`config.mk`:
```
export PLATFORM = sky130hd
export DESIGN_NAME = sample_frame_scheduler_flat
export DESIGN_NICKNAME = d
export VERILOG_FILES = /design/src/rtl/sample_frame_scheduler_if.sv /design/src/rtl/sample_frame_scheduler.sv /design/src/flat_wrapper.sv
export SDC_FILE = /design/constraint.sdc
export NUM_CORES = 1
export LEC_CHECK = 0
export BUFFER_PORTS_ARGS = -buffer_cell sky130_fd_sc_hd__buf_2
export CORE_ASPECT_RATIO = 1.2
export CORE_MARGIN = 8
export CORE_UTILIZATION = 50
export CTS_CLUSTER_DIAMETER = 60
export DETAILED_ROUTE_END_ITERATION = 8
export PLACE_DENSITY_LB_ADDON = 0.3
export SYNTH_ARGS = -nofsm -noshare
export SYNTH_HDL_FRONTEND = slang
export SYNTH_SLANG_ARGS = --single-unit
export TNS_END_PERCENT = 30
```
`constraint.sdc`:
```
create_clock -name clk -period 2.8 [get_ports clk]
set_clock_uncertainty 0.2 [all_clocks]
set_input_delay 0.56 -clock clk [delete_from_list [all_inputs] [get_ports clk]]
set_output_delay 0.56 -clock clk [all_outputs]
set_load 0.02 [all_outputs]
```
`src/rtl/sample_frame_scheduler_if.sv`:
```
// rtl/sample_frame_scheduler_if.sv - stage-sequencer bus between the sample timing domain and the effect stages
`timescale 1ns/1ps
interface sample_frame_scheduler_if #(
  parameter int CLK_FREQ    = 10_000_000,
  parameter int TARGET_FREQ = 48_000,
  parameter int N_STAGES    = 4
);
  localparam int AW  = (N_STAGES > 1) ? $clog2(N_STAGES) : 1;
  localparam int FCW = $clog2(CLK_FREQ / TARGET_FREQ) + 1;

  logic                enable;
  logic                sample_valid;
  logic [N_STAGES-1:0] stage_start;
  logic [N_STAGES-1:0] stage_done;
  logic [AW-1:0]       active_stage;
  logic                busy;
  logic                frame_done;
  logic                overrun;
  logic                timeout;
  logic [15:0]         overrun_count;
  logic [FCW-1:0]      frame_cycles;

  modport master (
    output enable, sample_valid, stage_done,
    input  stage_start, active_stage, busy, frame_done, overrun, timeout, overrun_count, frame_cycles
  );

  modport slave (
    input  enable, sample_valid, stage_done,
    output stage_start, active_stage, busy, frame_done, overrun, timeout, overrun_count, frame_cycles
  );
endinterface

```
`src/rtl/sample_frame_scheduler.sv`:
```
// rtl/sample_frame_scheduler.sv - per-sample frame sequencer: starts stages 0..N-1 in order, flags overrun/timeout
`timescale 1ns/1ps
module sample_frame_scheduler #(
  parameter int CLK_FREQ      = 10_000_000,
  parameter int TARGET_FREQ   = 48_000,
  parameter int N_STAGES      = 4,
  parameter int STAGE_TIMEOUT = 64
) (
  input  logic                     clk,
  input  logic                     rst,
  sample_frame_scheduler_if.slave  bus
);
  localparam int BUDGET = CLK_FREQ / TARGET_FREQ;
  localparam int AW     = (N_STAGES > 1) ? $clog2(N_STAGES) : 1;
  localparam int FCW    = $clog2(BUDGET) + 1;
  localparam int WW     = $clog2(STAGE_TIMEOUT);

  localparam logic [1:0] S_IDLE  = 2'd0;
  localparam logic [1:0] S_START = 2'd1;
  localparam logic [1:0] S_WAIT  = 2'd2;

  logic [1:0]          state_q, state_d;
  logic [AW-1:0]       active_stage_q, active_stage_d;
  logic [N_STAGES-1:0] stage_start_q, stage_start_d;
  logic                busy_q, busy_d;
  logic                frame_done_q, frame_done_d;
  logic                overrun_q, overrun_d;
  logic                timeout_q, timeout_d;
  logic [15:0]         overrun_count_q, overrun_count_d;
  logic [FCW-1:0]      frame_cycles_q, frame_cycles_d;
  logic [FCW-1:0]      cyc_q, cyc_d;
  logic [WW-1:0]       wait_q, wait_d;

  logic [AW-1:0]       next_stage;
  logic                done_seen;
  logic                last_stage;
  logic [FCW-1:0]      cyc_inc;

  assign next_stage = active_stage_q + AW'(1);
  assign done_seen  = bus.stage_done[active_stage_q];
  assign last_stage = (active_stage_q == AW'(N_STAGES - 1));
  assign cyc_inc    = (cyc_q == '1) ? cyc_q : cyc_q + FCW'(1);

  always_comb begin
    state_d         = state_q;
    active_stage_d  = active_stage_q;
    stage_start_d   = '0;
    busy_d          = busy_q;
    frame_done_d    = 1'b0;
    overrun_d       = 1'b0;
    timeout_d       = 1'b0;
    overrun_count_d = overrun_count_q;
    frame_cycles_d  = frame_cycles_q;
    cyc_d           = cyc_q;
    wait_d          = wait_q;

    // Any strobe outside IDLE is dropped, including the cycle the frame ends.
    if (bus.sample_valid && (state_q != S_IDLE)) begin
      overrun_d = 1'b1;
      if (overrun_count_q != 16'hFFFF) overrun_count_d = overrun_count_q + 16'd1;
    end

    if (state_q != S_IDLE) cyc_d = cyc_inc;

    case (state_q)
      S_IDLE: begin
        if (bus.sample_valid && bus.enable) begin
          state_d        = S_START;
          active_stage_d = '0;
          busy_d         = 1'b1;
          stage_start_d  = N_STAGES'(1);
          cyc_d          = '0;
        end
      end
      S_START: begin
        state_d = S_WAIT;
        wait_d  = '0;
      end
      S_WAIT: begin
        // A done seen on the final wait cycle still advances the frame.
        if (done_seen) begin
          if (last_stage) begin
            state_d        = S_IDLE;
            busy_d         = 1'b0;
            frame_done_d   = 1'b1;
            frame_cycles_d = cyc_inc;
          end else begin
            state_d        = S_START;
            active_stage_d = next_stage;
            stage_start_d  = N_STAGES'(1) << next_stage;
          end
        end else if (wait_q == WW'(STAGE_TIMEOUT - 1)) begin
          state_d   = S_IDLE;
          busy_d    = 1'b0;
          timeout_d = 1'b1;
        end else begin
          wait_d = wait_q + WW'(1);
        end
      end
      default: state_d = S_IDLE;
    endcase
  end

  always_ff @(posedge clk or posedge rst) begin
    if (rst) begin
      state_q         <= S_IDLE;
      active_stage_q  <= '0;
      stage_start_q   <= '0;
      busy_q          <= 1'b0;
      frame_done_q    <= 1'b0;
      overrun_q       <= 1'b0;
      timeout_q       <= 1'b0;
      overrun_count_q <= '0;
      frame_cycles_q  <= '0;
      cyc_q           <= '0;
      wait_q          <= '0;
    end else begin
      state_q         <= state_d;
      active_stage_q  <= active_stage_d;
      stage_start_q   <= stage_start_d;
      busy_q          <= busy_d;
      frame_done_q    <= frame_done_d;
      overrun_q       <= overrun_d;
      timeout_q       <= timeout_d;
      overrun_count_q <= overrun_count_d;
      frame_cycles_q  <= frame_cycles_d;
      cyc_q           <= cyc_d;
      wait_q          <= wait_d;
    end
  end

  assign bus.stage_start   = stage_start_q;
  assign bus.active_stage  = active_stage_q;
  assign bus.busy          = busy_q;
  assign bus.frame_done    = frame_done_q;
  assign bus.overrun       = overrun_q;
  assign bus.timeout       = timeout_q;
  assign bus.overrun_count = overrun_count_q;
  assign bus.frame_cycles  = frame_cycles_q;
endmodule
```
`src/flat_wrapper.sv`:
```
// flat-port wrapper written by rule: the top's interface ports become plain ports
module sample_frame_scheduler_flat 
#(
  parameter int CLK_FREQ      = 10_000_000,
  parameter int TARGET_FREQ   = 48_000,
  parameter int N_STAGES      = 4,
  parameter int STAGE_TIMEOUT = 64
)
  (clk, rst, bus_enable, bus_sample_valid, bus_stage_done, bus_stage_start, bus_active_stage, bus_busy, bus_frame_done, bus_overrun, bus_timeout, bus_overrun_count, bus_frame_cycles);
  sample_frame_scheduler_if #(.CLK_FREQ(CLK_FREQ), .TARGET_FREQ(TARGET_FREQ), .N_STAGES(N_STAGES)) bus_i ();
  input  logic clk;
  input  logic rst;
  input wire logic [$bits(bus_i.enable)-1:0] bus_enable;
  input wire logic [$bits(bus_i.sample_valid)-1:0] bus_sample_valid;
  input wire logic [$bits(bus_i.stage_done)-1:0] bus_stage_done;
  output wire logic [$bits(bus_i.stage_start)-1:0] bus_stage_start;
  output wire logic [$bits(bus_i.active_stage)-1:0] bus_active_stage;
  output wire logic [$bits(bus_i.busy)-1:0] bus_busy;
  output wire logic [$bits(bus_i.frame_done)-1:0] bus_frame_done;
  output wire logic [$bits(bus_i.overrun)-1:0] bus_overrun;
  output wire logic [$bits(bus_i.timeout)-1:0] bus_timeout;
  output wire logic [$bits(bus_i.overrun_count)-1:0] bus_overrun_count;
  output wire logic [$bits(bus_i.frame_cycles)-1:0] bus_frame_cycles;
  assign bus_i.enable = bus_enable;
  assign bus_i.sample_valid = bus_sample_valid;
  assign bus_i.stage_done = bus_stage_done;
  assign bus_stage_start = bus_i.stage_start;
  assign bus_active_stage = bus_i.active_stage;
  assign bus_busy = bus_i.busy;
  assign bus_frame_done = bus_i.frame_done;
  assign bus_overrun = bus_i.overrun;
  assign bus_timeout = bus_i.timeout;
  assign bus_overrun_count = bus_i.overrun_count;
  assign bus_frame_cycles = bus_i.frame_cycles;
  sample_frame_scheduler #(.CLK_FREQ(CLK_FREQ), .TARGET_FREQ(TARGET_FREQ), .N_STAGES(N_STAGES), .STAGE_TIMEOUT(STAGE_TIMEOUT)) u_core (.clk(clk), .rst(rst), .bus(bus_i));
endmodule
```
* Word-level counts from Yosys, hierarchy flattened
Index checks and enable logic that the tools add are counted.
** Storage, ports and cells
- Output and inout bits :: 35
- Flip-flop bits (word level) :: 52
- Input bits :: 8
** Cells by class
- Shift-type cells :: 1
- Multiplexer cells :: 34
- Reduce and logical (&&, ||, !) cells :: 12
- Equality and inequality tests :: 13
- $lt $le $gt $ge :: 1
- $add $sub $neg :: 4
** Operators with widths (count)
- two-way mux 9 bit :: 4
- adder 16 x 1 -> 16 bit, second input constant :: 1
- inequality test 16 bit, second input constant :: 1
- two-way mux 1 bit :: 14
- two-way mux 2 bit :: 6
- two-way mux 6 bit :: 2
- case mux 6 bit (2 select lines) :: 1
- adder 9 x 1 -> 9 bit, second input constant :: 1
- == test 9 bit, second input constant :: 1
- two-way mux 4 bit :: 2
- case mux 4 bit (2 select lines) :: 1
- AND reduction 4 bit :: 2
- adder 6 x 1 -> 6 bit, second input constant :: 1
- == test 6 bit, second input constant :: 1
- inequality test 2 bit, second input constant :: 3
- case mux 2 bit (3 select lines) :: 1
- AND reduction 3 bit :: 2
- nonzero test 2 bit :: 3
- == test 2 bit, second input constant :: 2
- inequality test 2 x 1 -> 1 bit, second input constant :: 2
- case mux 2 bit (2 select lines) :: 1
- AND reduction 2 bit :: 2
- << shifter 1 x 2 -> 4 bit, first input constant :: 1
- < comparator 2 x 3 -> 1 bit, second input constant :: 1
- 8 further kinds :: 9

* Longest topological paths before layout
- Word-level depth :: 5
- Depth in mapped cells :: 7

* Worst setup path before layout
Ideal clock, no wire load.
- Path type :: register to register
- Start :: reg u_core.active_stage_q[0], in the netlist u_core.bus.active_stage[0]
- End :: reg u_core.wait_q[4]
- Setup time :: 0.126 ns
- Path buffers :: 1
- Path slack :: 0.644 ns
- Arrival time :: 1.830 ns
- Cell stages (with the launch flop) :: 6
- Period minus slack after synthesis :: 2.156 ns
- Required time :: 2.474 ns
- Path through :: dfrtp_1 mux4_2 a31oi_2 buf_6 nand2_1 a311o_1
** On the way
- Cells in the longest elaborated chain, start to end :: 4
** Ends and longest elaborated chain
- from (decl) :: line sample_frame_scheduler.sv:23 : logic [AW-1:0] active_stage_q, active_stage_d;
- from (signal assigned) :: line sample_frame_scheduler.sv:119 : active_stage_q <= active_stage_d;
- binary-select mux 1 bit (select 2 bit) :: line sample_frame_scheduler.sv:40 : assign done_seen = bus.stage_done[active_stage_q];
- two-way mux 1 bit (not written as such) :: line sample_frame_scheduler.sv:40
- inequality test 2 bit (no source line)
- AND reduction 3 bit (no source line)
- to (signal assigned) :: line sample_frame_scheduler.sv:128 : wait_q <= wait_d;
- to (decl) :: line sample_frame_scheduler.sv:32 : logic [WW-1:0] wait_q, wait_d;
Every way passes these cells. The select of a mux whose other input is x is not followed.
A chain may end at the register's enable or synchronous reset.

* Worst setup path in the final report
- Start :: reg u_core.active_stage_q[0], in the netlist u_core.bus.active_stage[0]
- End :: reg u_core.wait_q[2]
The elaborated chain is that of the path after synthesis.

==> results.toml <==
[floorplanning]
core_mm2 = 0.00515
dieWidth_um = 82.0
initial_core_util_pct = 50.8
ioPinCount = 43
die-area_mm2 = 0.00781
die_h_um = 95.2
rows = 29

[clock_tree]
postCtsHoldBufs = 0
clock_tree.root_cell = "clkbuf_8"
cts.clk_slew.worst_paths_ns = 0.10
cts_tree = "yes"
post_cts_buffers = 0
h-tree-depth = 2
cts_buffers = 5
cts_resized = 0
numClockSinks = 52
cts_buffer_depth = 2
clk-insertion-delay-late_ns = 0.30

[final_layout]
fin_nets = 327
antenna_cells = 0
syn2layout_area_growth_pct = 14.4
final_util_pct = 58.1
drive_gt1_share_pct = 20.4

[timing]
fmax_mhz = 446
setup_viol = 0
layout_min_cycle_time_ns = 2.24
slew_headroom_pct = 57.7
min_period_over_period_pct = 80.0
rsz0062_at_grt = "no"
drv_slew = 0
worst_pin_slew_ns = 0.635
hold_violations = 0
finalWorstSetupSlack_ns = 0.559
setup-tns-final_ns = 0
whs_ns = 0.207

[setup_path]
max_stage_delay_ns = 0.57
worst_setup_path_end_kind = "flip-flop"
crit_arrival_ns = 2.23
cp_cell_sequence = "mux4_2, a31oi_2, buf_4, a31oi_1, o22a_1"
cpMaxStageDelayCell = "mux4_2"
r2r-start = "u_core.bus.active_stage[0]"
cp-startpoint = "u_core.bus.active_stage[0]"
setup.worst_path.class = "reg2reg"
cp_max_fo = 8
critPathRequiredTime_ns = 2.79
cp-start-kind = "flip-flop"

[route]
ant_nets = 0
wl_um = 5220
wl_per_cell_um = 14.1
dr.pass1.iters = 4
drcViolationCount = 0
drtIter0Drc = 65
num_vias = 2060
vias_per_cell = 5.55

[pwr]
p_sw_share_pct = 40.9
p_total_mw = 2.48
intPower_mw = 1.46
vdd_ir_drop_max_v = 0.000404
p_sw_mw = 1.01
power_frac_clock_pct = 17.0
power.leakage_nw = 1.46
power.density_mw_per_mm2 = 827
comb_power_share_pct = 39.2
pwr-share-seq_pct = 43.8

[logic_synthesis]
synth_seq_area_share_pct = 49.8
ys_top_cells_by_count = "dfrtp_1, nand2_1, o21ai_0, nor2_1"
synth_fp_nets = 281
synthArstFlopShare_pct = 100
yosysTopAreaCell = "dfrtp_1"
avgSynthCellArea_um2 = 9.98
synth-edff-count = 0
synthDominantCellAreaShare_pct = 49.8
synth_cell_type_count = 39
synth_area_mm2 = 0.00262
synthCells = 262
yosys_register_bits = 52
yosys_warnings = 0
synthFlopType = "dfrtp_1"
yosys-top-cells-area = "dfrtp_1, ha_1, nand2_1"
synth_most_common_cell = "dfrtp_1"

[worst_hold_path]
hold_class = "in2async"

[run_status]
status = "completed"

[global_routing]
gr-total-overflow = 0
grt_usage_pct = 14.2
first_global_vias = 1936
grt_pass1_wl_um = 8760
antenna_found_initial = 0
grt_max_degree = 53

[placement]
place_congestion = 0.805
place_ws_ns = 0.457
portBuffers = 42
dp_hpwl_um = 3840

[flow_run]
drv_cap = 0
## power groups by stage
stage	registers (mW)	logic (mW)	clock network [mW]
finish	1.08	0.970	0.422
global placement	1.09	0.960	0
detailed placement	1.10	0.982	0
global route	1.12	1.10	0.469
CTS	1.09	0.983	0.437
floorplan	1.18	0.612	0
## layout by cell type, fill, tap and decap left out, drive strengths merged, types with 2 or more instances in the layout
master and instances:
mux2i 3, a311o 2, nor2b 4, and3 12, xor2 4, a21oi 9, clkbuf 6, o21a 2
nor2 17, buf 48, inv 12, nor3 2, a31oi 9, dfrtp 52, a221oi 3, xnor2 8
and4 3, nand2 31, nand4 10, o221ai 2, and2 6, ha 11, nand2b 2, nand3 11
o31ai 4, o211ai 3, o21ai 19, mux2 4
## kinds of logic (layout without fill, tap and decap cells)
group	after synthesis	in the layout	synth area share, %
compound gates	57	57	14.2
fa+ha+maj	11	11	5.26
simple gates	101	101	19.7
mux	8	8	3.73
buf+inv	21	68	3.40
flops	52	52	49.8
xor+xnor	12	12	4.02
## worst max-delay path: cells and delay by family (launching register included)
family	cells	cell delay (ns)
AO/OA/AOI/OAI	3	0.68
buffers and inverters	1	0.21
flip-flops	1	0.48
multiplexers	1	0.57
## metrics by stage
stage,area [um^2],cells
finish,2990,371
detailed placement,2900,363
CTS,2990,371
floorplan,2620,262
global placement,2900,363
global route,2990,371
## cell type report
class | instances | area [um^2]
clock inverter | 2 | 16.3
fill | 474 | 2160
tap | 62 | 77.6
timing repair buffer | 48 | 255
sequential | 52 | 1300
multi-input combinational | 189 | 1220
inverter | 12 | 45.0
clock buffer | 6 | 72.6
## worst paths after layout
kind,slack (ns),end,depth (start not counted)
min in group clk,0.29,u_core.bus.frame_cycles[7],2
setup reg to reg,0.56,u_core.wait_q[2],5
max in group asynchronous,1.76,u_core.bus.busy,3
setup / recovery,0.56,u_core.wait_q[2],5
hold / removal,0.21,u_core.bus.overrun_count[13],3
hold reg to reg,0.29,u_core.bus.frame_cycles[7],2
## routing by layer
| metal | share of wire [%] | routed length (um) | track usage, % | vias up |
|---|---|---|---|---|
| met5 | 0 | 0 | 0 | - |
| met4 | 1.5 | 76 | 5.28 | 0 |
| met3 | 6.2 | 324 | 3.02 | 6 |
| met2 | 48 | 2490 | 23.5 | 44 |
| met1 | 45 | 2330 | 17.7 | 975 |
| li1 | - | - | - | 1035 |
## state kept, by name, summed over array words and instances, names as in the netlist
name,flops
u_core.wait_q,6
u_core.bus.frame_cycles,9
u_core.bus.overrun_count,16
u_core.bus.active_stage,2
u_core.cyc_q,9
u_core.state_q,2
u_core.bus.stage_start,4
u_core.bus.timeout,1
u_core.bus.overrun,1
u_core.bus.busy,1
u_core.bus.frame_done,1
No activity file was read; power rests on OpenSTA's default activity.
